$ cat config.mk
export PLATFORM = sky130hd
export DESIGN_NAME = mem_arbiter_flat
export DESIGN_NICKNAME = d
export VERILOG_FILES = /design/src/rtl/brisc_pkg.sv /design/src/rtl/mem_arbiter_if.sv /design/src/rtl/mem_arb_picker.sv /design/src/rtl/mem_arbiter.sv /design/src/flat_wrapper.sv
export SDC_FILE = /design/constraint.sdc
export NUM_CORES = 1
export LEC_CHECK = 0
export CAP_MARGIN = 20
export CORE_AREA = 5 5 289 291
export DETAILED_ROUTE_END_ITERATION = 16
export DIE_AREA = 0 0 294 296
export HOLD_SLACK_MARGIN = 0.15
export PLACE_DENSITY_LB_ADDON = 0.05
export SYNTH_ARGS = -nofsm -noshare
export SYNTH_HDL_FRONTEND = slang
export SYNTH_HIERARCHICAL = 1
export SYNTH_SLANG_ARGS = --single-unit
$ cat constraint.sdc
create_clock -name clk -period 2.5 [get_ports clk]
set_input_delay 0.375 -clock clk [delete_from_list [all_inputs] [get_ports clk]]
set_output_delay 0.375 -clock clk [all_outputs]
set_load 0.01 [all_outputs]
$ cat src/rtl/brisc_pkg.sv
// Shared widths and the memory-arbiter state encoding for the brisc memory subsystem.
package brisc_pkg;
    localparam int ADDRESS_WIDTH = 32;
    localparam int LINE_WIDTH    = 128;

    typedef enum logic [1:0] {
        ARB_IDLE,
        ARB_ISSUE,
        ARB_WAIT,
        ARB_RESP
    } mem_arb_state_e;
endpackage

$ cat src/rtl/mem_arbiter_if.sv
// Bundle of I-cache, D-cache and main-memory handshake signals around mem_arbiter.
// master = requesters + memory model side, slave = the arbiter itself.
interface mem_arbiter_if #(
    parameter int ADDRESS_WIDTH = brisc_pkg::ADDRESS_WIDTH,
    parameter int LINE_WIDTH    = brisc_pkg::LINE_WIDTH
);
    import brisc_pkg::*;

    logic                     ic_req_i;
    logic [ADDRESS_WIDTH-1:0] ic_addr_i;
    logic                     ic_resp_o;
    logic [LINE_WIDTH-1:0]    ic_rdata_o;
    logic                     dc_req_i;
    logic                     dc_we_i;
    logic [ADDRESS_WIDTH-1:0] dc_addr_i;
    logic [LINE_WIDTH-1:0]    dc_wdata_i;
    logic                     dc_resp_o;
    logic [LINE_WIDTH-1:0]    dc_rdata_o;
    logic                     mem_req_o;
    logic                     mem_we_o;
    logic [ADDRESS_WIDTH-1:0] mem_addr_o;
    logic [LINE_WIDTH-1:0]    mem_wdata_o;
    logic                     mem_resp_i;
    logic [LINE_WIDTH-1:0]    mem_rdata_i;

    modport master (
        output ic_req_i, ic_addr_i, dc_req_i, dc_we_i, dc_addr_i, dc_wdata_i,
               mem_resp_i, mem_rdata_i,
        input  ic_resp_o, ic_rdata_o, dc_resp_o, dc_rdata_o,
               mem_req_o, mem_we_o, mem_addr_o, mem_wdata_o
    );

    modport slave (
        input  ic_req_i, ic_addr_i, dc_req_i, dc_we_i, dc_addr_i, dc_wdata_i,
               mem_resp_i, mem_rdata_i,
        output ic_resp_o, ic_rdata_o, dc_resp_o, dc_rdata_o,
               mem_req_o, mem_we_o, mem_addr_o, mem_wdata_o
    );
endinterface

$ cat src/rtl/mem_arb_picker.sv
// Combinational winner selection between I-side and D-side requests.
// MEM_ARB_RR_EN selects round-robin tie-break; otherwise D always beats I.
module mem_arb_picker
    import brisc_pkg::*;
(
    input  logic ic_req,
    input  logic dc_req,
    input  logic last_d,
    output logic grant_valid,
    output logic grant_d
);
    assign grant_valid = ic_req | dc_req;

`ifdef MEM_ARB_RR_EN
    // On a tie the side that was not granted last time wins.
    assign grant_d = (ic_req && dc_req) ? ~last_d : dc_req;
`else
    logic unused_last_d;
    assign unused_last_d = last_d;
    assign grant_d       = dc_req;
`endif
endmodule

$ cat src/rtl/mem_arbiter.sv
// Shares the main-memory port between I-cache fills and D-cache fills/writebacks.
// Build option MEM_ARB_RR_EN enables round-robin tie-breaking (default: D over I).
module mem_arbiter #(
    parameter int ADDRESS_WIDTH = brisc_pkg::ADDRESS_WIDTH,
    parameter int LINE_WIDTH    = brisc_pkg::LINE_WIDTH
) (
    input  logic          clk,
    input  logic          reset,
    mem_arbiter_if.slave  bus
);
    import brisc_pkg::*;

    mem_arb_state_e           state_q, state_d;
    logic                     grant_d_q;
    logic                     we_q;
    logic [ADDRESS_WIDTH-1:0] addr_q;
    logic [LINE_WIDTH-1:0]    wdata_q;
    logic [LINE_WIDTH-1:0]    rdata_q;
    logic                     pick_valid, pick_d, last_d;

    mem_arb_picker u_picker (
        .ic_req      (bus.ic_req_i),
        .dc_req      (bus.dc_req_i),
        .last_d      (last_d),
        .grant_valid (pick_valid),
        .grant_d     (pick_d)
    );

`ifdef MEM_ARB_RR_EN
    logic last_d_q;
    // Reset to 1 so the very first tie goes to the I side.
    always_ff @(posedge clk) begin
        if (reset)
            last_d_q <= 1'b1;
        else if (state_q == ARB_IDLE && pick_valid)
            last_d_q <= pick_d;
    end
    assign last_d = last_d_q;
`else
    assign last_d = 1'b0;
`endif

    always_ff @(posedge clk) begin
        if (reset)
            state_q <= ARB_IDLE;
        else
            state_q <= state_d;
    end

    always_comb begin
        state_d = state_q;
        case (state_q)
            ARB_IDLE:  if (pick_valid) state_d = ARB_ISSUE;
            ARB_ISSUE: state_d = ARB_WAIT;
            ARB_WAIT:  if (bus.mem_resp_i) state_d = ARB_RESP;
            ARB_RESP:  state_d = ARB_IDLE;
            default:   state_d = ARB_IDLE;
        endcase
    end

    // Command is captured once at grant, so later requester wiggles cannot leak through.
    always_ff @(posedge clk) begin
        if (reset) begin
            grant_d_q <= 1'b0;
            we_q      <= 1'b0;
            addr_q    <= '0;
            wdata_q   <= '0;
            rdata_q   <= '0;
        end else begin
            if (state_q == ARB_IDLE && pick_valid) begin
                grant_d_q <= pick_d;
                we_q      <= pick_d & bus.dc_we_i;
                addr_q    <= pick_d ? bus.dc_addr_i : bus.ic_addr_i;
                wdata_q   <= pick_d ? bus.dc_wdata_i : '0;
            end
            if (state_q == ARB_WAIT && bus.mem_resp_i)
                rdata_q <= bus.mem_rdata_i;
        end
    end

    always_comb begin
        bus.mem_req_o = 1'b0;
        bus.mem_we_o  = 1'b0;
        bus.ic_resp_o = 1'b0;
        bus.dc_resp_o = 1'b0;
        case (state_q)
            ARB_ISSUE: begin
                bus.mem_req_o = 1'b1;
                bus.mem_we_o  = we_q;
            end
            ARB_RESP: begin
                bus.ic_resp_o = ~grant_d_q;
                bus.dc_resp_o = grant_d_q;
            end
            default: ;
        endcase
    end

    assign bus.mem_addr_o  = addr_q;
    assign bus.mem_wdata_o = wdata_q;
    assign bus.ic_rdata_o  = rdata_q;
    assign bus.dc_rdata_o  = rdata_q;

`ifndef SYNTHESIS
    a_no_resp_in_issue: assert property (@(posedge clk) disable iff (reset)
        (state_q == ARB_ISSUE) |-> !bus.mem_resp_i);
    a_ic_stable: assert property (@(posedge clk) disable iff (reset)
        (bus.ic_req_i && $past(bus.ic_req_i) && !bus.ic_resp_o) |-> $stable(bus.ic_addr_i));
    a_dc_stable: assert property (@(posedge clk) disable iff (reset)
        (bus.dc_req_i && $past(bus.dc_req_i) && !bus.dc_resp_o)
        |-> ($stable(bus.dc_addr_i) && $stable(bus.dc_we_i) && $stable(bus.dc_wdata_i)));
`endif
endmodule

$ cat src/flat_wrapper.sv
// flat-port wrapper written by rule: the top's interface ports become plain ports
module mem_arbiter_flat import brisc_pkg::*;
#(
    parameter int ADDRESS_WIDTH = brisc_pkg::ADDRESS_WIDTH,
    parameter int LINE_WIDTH    = brisc_pkg::LINE_WIDTH
)
  (clk, reset, bus_ic_req_i, bus_ic_addr_i, bus_dc_req_i, bus_dc_we_i, bus_dc_addr_i, bus_dc_wdata_i, bus_mem_resp_i, bus_mem_rdata_i, bus_ic_resp_o, bus_ic_rdata_o, bus_dc_resp_o, bus_dc_rdata_o, bus_mem_req_o, bus_mem_we_o, bus_mem_addr_o, bus_mem_wdata_o);
  mem_arbiter_if #(.ADDRESS_WIDTH(ADDRESS_WIDTH), .LINE_WIDTH(LINE_WIDTH)) bus_i ();
  input  logic clk;
  input  logic reset;
  input wire logic [$bits(bus_i.ic_req_i)-1:0] bus_ic_req_i;
  input wire logic [$bits(bus_i.ic_addr_i)-1:0] bus_ic_addr_i;
  input wire logic [$bits(bus_i.dc_req_i)-1:0] bus_dc_req_i;
  input wire logic [$bits(bus_i.dc_we_i)-1:0] bus_dc_we_i;
  input wire logic [$bits(bus_i.dc_addr_i)-1:0] bus_dc_addr_i;
  input wire logic [$bits(bus_i.dc_wdata_i)-1:0] bus_dc_wdata_i;
  input wire logic [$bits(bus_i.mem_resp_i)-1:0] bus_mem_resp_i;
  input wire logic [$bits(bus_i.mem_rdata_i)-1:0] bus_mem_rdata_i;
  output wire logic [$bits(bus_i.ic_resp_o)-1:0] bus_ic_resp_o;
  output wire logic [$bits(bus_i.ic_rdata_o)-1:0] bus_ic_rdata_o;
  output wire logic [$bits(bus_i.dc_resp_o)-1:0] bus_dc_resp_o;
  output wire logic [$bits(bus_i.dc_rdata_o)-1:0] bus_dc_rdata_o;
  output wire logic [$bits(bus_i.mem_req_o)-1:0] bus_mem_req_o;
  output wire logic [$bits(bus_i.mem_we_o)-1:0] bus_mem_we_o;
  output wire logic [$bits(bus_i.mem_addr_o)-1:0] bus_mem_addr_o;
  output wire logic [$bits(bus_i.mem_wdata_o)-1:0] bus_mem_wdata_o;
  assign bus_i.ic_req_i = bus_ic_req_i;
  assign bus_i.ic_addr_i = bus_ic_addr_i;
  assign bus_i.dc_req_i = bus_dc_req_i;
  assign bus_i.dc_we_i = bus_dc_we_i;
  assign bus_i.dc_addr_i = bus_dc_addr_i;
  assign bus_i.dc_wdata_i = bus_dc_wdata_i;
  assign bus_i.mem_resp_i = bus_mem_resp_i;
  assign bus_i.mem_rdata_i = bus_mem_rdata_i;
  assign bus_ic_resp_o = bus_i.ic_resp_o;
  assign bus_ic_rdata_o = bus_i.ic_rdata_o;
  assign bus_dc_resp_o = bus_i.dc_resp_o;
  assign bus_dc_rdata_o = bus_i.dc_rdata_o;
  assign bus_mem_req_o = bus_i.mem_req_o;
  assign bus_mem_we_o = bus_i.mem_we_o;
  assign bus_mem_addr_o = bus_i.mem_addr_o;
  assign bus_mem_wdata_o = bus_i.mem_wdata_o;
  mem_arbiter #(.ADDRESS_WIDTH(ADDRESS_WIDTH), .LINE_WIDTH(LINE_WIDTH)) u_core (.clk(clk), .reset(reset), .bus(bus_i));
endmodule
==> reports/summary.txt, run 1 <==
Minimum clock period after layout = 2.295 ns
Worst reg2reg path startpoint = u_core/state_q[0]$_SDFFE_PP0P_
Inserted Clock Buffers = 42
Port buffer count = 745
Setup repair after global routing missed its margin = no
Number of cells after detailed placement = 3,015
Setup crit end kind = output pin
Core utilization of the finished layout = 0.2569
Row Count = 104
Number of warnings reported in the yosys synthesis log = 6
Number of global-route vias before repair = 11,830
Remaining number of nets flagged by the antenna check after routing = 0
Antenna violations before repair = 20
Remaining design rule violation count = 0
Actual transition at the worst max-transition pin = 0.8402 ns
Worst VDD drop = 0.0005516 V
Top-Level Pins = 746
Count of filler cells inserted in the layout = 8,606
Run status = complete, no violations
Portion of the clock cycle consumed by the worst path in the final layout = 0.9180
Pre-antenna DRT Iters = 4
Largest net degree at the start of global routing = 148
Required time of the worst setup path = 2.12 ns
Clock tree from TritonCTS = yes
Post-synth net total = 1,757
Number of levels the H-tree was split into = 2
Wire per inst = 20.16 um
Detailed placer's ending HPWL = 47.09 mm
# clock sinks = 292
Category of the most critical setup path = reg2out
Power density relative to cell area = 851.2 nW/um2
GRT Resource Usage Total = 0.1330
Multi-input combinational cell area = 4243 um2
Crit path arrival time = 1.92 ns
Final number of setup-violating endpoints = 0
Total detailed-routing wirelength = 62.47 mm
RePlAce Congestion = 0.7597
Gr ovfl total = 0
Starting Density = 0.1454
Detailed-route via count = 11,770
Clock skew after layout = 0.02495 ns
Synthesis-to-finish area growth = 76.67%
Post-synthesis instance total = 1,427
Net total in the final layout = 2,330
Timing-limited maximum frequency = 435.7 MHz
Worst slew margin = 0.4399
Placed cell areas = 19,270 um2
Endpoint, Worst Hold = u_core/bus.mem_wdata_o[21]$_SDFFE_PP0P_
Clock Latency Late Sink = 0.57 ns
CTS Buffer Depth = 3
Hold wc startpoint = reset
Post CTS Setup Buffer Count = 0
Critical path startpoint category = flop
Kind of path behind the tightest hold check = in2reg
Endpoint of the most critical register-to-register path = u_core/bus.mem_wdata_o[75]$_SDFFE_PP0P_
Count of maximum capacitance violations = 0
Post-synthesis instance area = 11,680 um2
Sequential standard cell area = 5846 um2
Reg2reg path depth = 7
Die extent in y = 296 um
Power Total = 0.01756 W
Worst Path Max Fanout = 4
Placeable core area = 80,290 um2
Final hold violations = 0
Share of final-layout standard cells stronger than drive strength 1 = 0.04980
First-pass GRT wire length = 85.74 mm
R2r setup slk = 0.70 ns
Via-per-instance ratio = 3.798
Die width = 294 um
Overall die area = 87,020 um2
Final cell area excluding filler cells = 20,630 um2
Static Leakage = 7.020 nW
Clock root buffer = clkbuf_16
Average instance area after synthesis = 8.182 um2
Number of pins exceeding their max-slew limit in the final report = 0
Cell depth of the worst hold path = 2
Clock edge transition at the registers on the reported setup and hold paths = 0.06 ns
Detailed router's first-iteration violation count = 429
Number of cells in the finished layout apart from fillers = 3,098
Post-route setup TNS = 0 ns
-- cell usage in the layout (no fill, tap or decap) --
| master | count |
|---|---|
| clkdlybuf4s50_1 | 743 |
| buf_8 | 1 |
| nand2b_1 | 2 |
| clkbuf_8 | 7 |
| nand3_2 | 7 |
| mux2i_1 | 32 |
| inv_1 | 3 |
| and2_1 | 2 |
| nor2b_1 | 1 |
| nor2_1 | 16 |
| clkbuf_16 | 42 |
| dfxtp_1 | 292 |
| a41o_1 | 1 |
| a21oi_1 | 276 |
| buf_6 | 1 |
| clkinvlp_4 | 1 |
| dlygate4sd3_1 | 1 |
| nand3_1 | 122 |
| clkinv_2 | 7 |
| and2_4 | 2 |
| o21ai_0 | 17 |
| or2_1 | 1 |
| diode_2 | 10 |
| nor3_1 | 1 |
| nand2_4 | 2 |
| ha_1 | 4 |
| clkbuf_1 | 10 |
| buf_12 | 15 |
| a211oi_1 | 16 |
| bufinv_16 | 2 |
| nand2_1 | 387 |
| clkinv_8 | 1 |
| inv_6 | 2 |
| buf_4 | 11 |
-- registers in the layout, indices dropped and copies added (netlist names) --
signal                  flops
u_core/we_q                 1
u_core/state_q              2
u_core/grant_d_q            1
u_core/bus.mem_wdata_o    128
u_core/bus.dc_rdata_o     128
u_core/bus.mem_addr_o      32
-- area by class of cell --
type,count,area share
flip-flops and latches,292,0.2834
inverters,3,0.0005459
multi-input cells,889,0.2057
clock inverters,13,0.006611
diodes,10,0.001213
clock buffers,59,0.05744
repair buffers,772,0.3808
well taps,1060,0.06429
-- per-layer routing --
metal,global-route usage,part of all wire
met2,0.2344,0.49
met3,0.06583,0.11
met4,0.03930,0.023
met5,0,0.0022
met1,0.1407,0.37
-- worst max-delay path by stage --
stage,from,depth (start not counted),end,slack [ns]
final,u_core/state_q[0]$_SDFFE_PP0P_,3,bus_ic_resp_o,0.20
after global routing,u_core/state_q[0]$_SDFFE_PP0P_,3,bus_ic_resp_o,0.06
after CTS,u_core/state_q[0]$_SDFFE_PP0P_,3,bus_ic_resp_o,0.13
after detailed placement,bus_ic_req_i,7,u_core/bus.mem_wdata_o[75]$_SDFFE_PP0P_,0.41
after global placement,bus_ic_req_i,7,u_core/bus.mem_wdata_o[53]$_SDFFE_PP0P_,0.45
after floorplan,u_core/state_q[0]$_SDFFE_PP0P_,7,u_core/bus.mem_addr_o[15]$_SDFFE_PP0P_,1.06
-- timing repair --
item,CTS,global route
endpoints found under the hold margin,1,0
resized for setup,0,0
hold buffers,1,0
-- critical path: stages (launching register included) --
cell	delay (ns)
dfxtp_1	0.38
ha_1	0.20
nor2b_1	0.15
clkdlybuf4s50_1	0.65
-- power by group --
group          leakage (nW)  internal (W)  switching (W)
Clock                 0.652       0.00350        0.00232
Combinational          3.99       0.00285        0.00308
Sequential             2.38       0.00535       0.000467
-- stage by stage --
step	hold WS [ns]	setup slack, ns
detailed placement	0.4442	0.4134
CTS	0.1564	0.1339
floorplan	0.4273	1.062
global placement	0.4385	0.4464
finish	0.1857	0.2050
global route	0.1767	0.05926
Note: power is estimated with default switching activity, not from simulation.
==> inputs of run 2 (changes only) <==
CORE_AREA = 5 5 285 287   (was 5 5 289 291)
CTS_BUF_LIST = sky130_fd_sc_hd__clkbuf_8   (was default)
DIE_AREA = 0 0 290 292   (was 0 0 294 296)
==> run 2 against run 1 <==
  * Largest cell class unchanged
  * Critical path type unchanged
  * Routed wire length down 1.5%
  * Fmax grew 1.5%
  * Die area is 2.7% lower
  * Highest routed layer unchanged
  * Largest power group unchanged
  * Hold slack better by 0.090 ns
==> reports/summary.txt, run 2 (same netlist as run 1, synthesis figures left out) <==
Run status = complete, no violations
Most common library cell in the layout ignoring fill and taps = clkdlybuf4s50_1
Starting Density = 0.1490
Static Leakage = 7.179 nW
Proportion of power drawn by combinational gates = 0.354
Highest-count cells in the layout ignoring fill and taps = 740 x clkdlybuf4s50_1, 387 x nand2_1, 292 x dfxtp_1
Top-Level Pins = 746
Timing-limited maximum frequency = 442.1 MHz
# clock sinks = 292
Share of final-layout standard cells stronger than drive strength 1 = 0.06163
Category of the most critical setup path = reg2out
Gr ovfl total = 0
Antenna violations before repair = 25
Die extent in y = 292 um
Endpoint, Worst Hold = u_core/bus.dc_rdata_o[101]$_SDFFE_PP0P_
Detailed placer's ending HPWL = 46.03 mm
Hold Worst Slack = 0.2759 ns
Number of levels the H-tree was split into = 2
Endpoint of the most critical register-to-register path = u_core/bus.dc_rdata_o[116]$_SDFFE_PP0P_
Clock Latency Late Sink = 0.67 ns
Inserted Clock Buffers = 61
Worst Path Max Fanout = 3
Power density relative to cell area = 809.5 nW/um2
Crit path arrival time = 1.89 ns
Number of global-route vias before repair = 12,420
CTS Buffer Depth = 3
Overall die area = 84,680 um2
Wire per inst = 19.62 um
Count of maximum capacitance violations = 0
Number of pins exceeding their max-slew limit in the final report = 0
Switching component of the power = 0.005807 W
Clock edge transition at the registers on the reported setup and hold paths = 0.06 ns
Critical path startpoint category = flop
Worst reg2reg path startpoint = u_core/state_q[0]$_SDFFE_PP0P_
Remaining number of nets flagged by the antenna check after routing = 0
Portion of the clock cycle consumed by the worst path in the final layout = 0.9048
Count of filler cells inserted in the layout = 8,592
Kind of path behind the tightest hold check = in2reg
Detailed router's first-iteration violation count = 383
Cell depth of the worst hold path = 3
Via-per-instance ratio = 3.792
Die width = 290 um
RePlAce Congestion = 0.7463
Proportion of total power due to net switching = 0.3488
Placeable core area = 78,360 um2
Remaining design rule violation count = 0
Post-route setup TNS = 0 ns
Port buffer count = 745
Core utilization of the finished layout = 0.2625
Share of power burned in registers = 0.349
Net total in the final layout = 2,363
Synthesis-to-finish area growth = 76.14%
Setup repair after global routing missed its margin = no
Row Count = 103
Clock tree from TritonCTS = yes
Final number of setup-violating endpoints = 0
Reg2reg path depth = 6
First-pass GRT wire length = 87.39 mm
Required time of the worst setup path = 2.12 ns
Post CTS Setup Buffer Count = 0
Pre-antenna DRT Iters = 4
Final hold violations = 0
Total detailed-routing wirelength = 61.51 mm
R2r setup slk = 0.74 ns
Minimum clock period after layout = 2.262 ns
P_int = 0.01084 W
Worst VDD drop = 0.0003743 V
Clk pwr share = 0.297
Clock root buffer = clkbuf_8
Actual transition at the worst max-transition pin = 0.8685 ns
Setup crit end kind = output pin
Hold wc startpoint = bus_mem_rdata_i[101]
GRT Resource Usage Total = 0.1365
Largest net degree at the start of global routing = 139
Clock skew after layout = 0.03058 ns
Detailed-route via count = 11,890
Worst slew margin = 0.4203
## run 2: cell count changes in the layout (fill, tap and decap cells not counted), sizes merged, moves of 2 or more
cell and delta:
buf +13, clkdlybuf4s50 -3, inv +31, clkinv -8, clkbuf +13, dlymetal6s2s +2
## run 2: what timing repair did
item / 4_1_cts / 5_1_grt
setup endpoints to repair: 1 / 2
gates resized for setup: 1 / 2
pin swaps: 0 / 0
hold buffers: 2 / 0
endpoints found under the hold margin: 13 / 0
## run 2: power groups by stage
stage	clock (W)	sequential, W	combinational (W)
2_1_floorplan	0	0.00611	0.00271
3_5_place_dp	0	0.00591	0.00606
4_1_cts	0.00527	0.00582	0.00608
3_3_place_gp	0	0.00589	0.00607
6_report	0.00495	0.00580	0.00589
5_1_grt	0.00547	0.00590	0.00646
## run 2: worst max-delay path by stage
stage	start	end	slack [ns]	cells after the start
after floorplan	u_core/state_q[0]$_SDFFE_PP0P_	u_core/bus.mem_addr_o[15]$_SDFFE_PP0P_	1.06	7
after global placement	bus_ic_req_i	u_core/bus.mem_wdata_o[40]$_SDFFE_PP0P_	0.43	6
after detailed placement	bus_ic_req_i	u_core/bus.mem_wdata_o[40]$_SDFFE_PP0P_	0.43	6
after CTS	u_core/state_q[0]$_SDFFE_PP0P_	bus_dc_resp_o	0.001	3
after global routing	u_core/state_q[1]$_SDFFE_PP0P_	bus_mem_req_o	0.09	3
final	u_core/state_q[1]$_SDFFE_PP0P_	bus_mem_req_o	0.24	3
## run 2: critical path: stages, from the launching register on
cell,delay [ns]
dfxtp_1,0.32
inv_1,0.10
ha_1,0.20
clkdlybuf4s50_1,0.63
## run 2: area by class of cell
type	instances	area, um2	area share
timing repair buffer	786	7968	0.3874
sequential	292	5846	0.2842
antenna	9	22.52	0.001095
inverter	3	11.26	0.0005475
tap	1050	1314	0.06388
multi-input combinational	889	4243	0.2063
clock inverter	35	171.4	0.008335
clock buffer	72	991.0	0.04818
## run 2: routing by layer
layer	vias up	part of all wire	track usage
li1	5824	-	-
met1	5392	0.37	0.1421
met2	517	0.49	0.2368
met3	128	0.11	0.07043
met4	30	0.031	0.04918
met5	-	0.0032	0
## run 2: stage by stage
stage	total power (W)	std cells	instance area (um2)	worst slack [ns]
final	0.01665	3136	20570	0.2380
after global routing	0.01783	3135	20560	0.09158
after CTS	0.01718	3127	20540	0.001175
after global placement	0.01195	3018	19360	0.4286
after detailed placement	0.01197	3018	19360	0.4252
after floorplan	0.008824	1427	11680	1.062
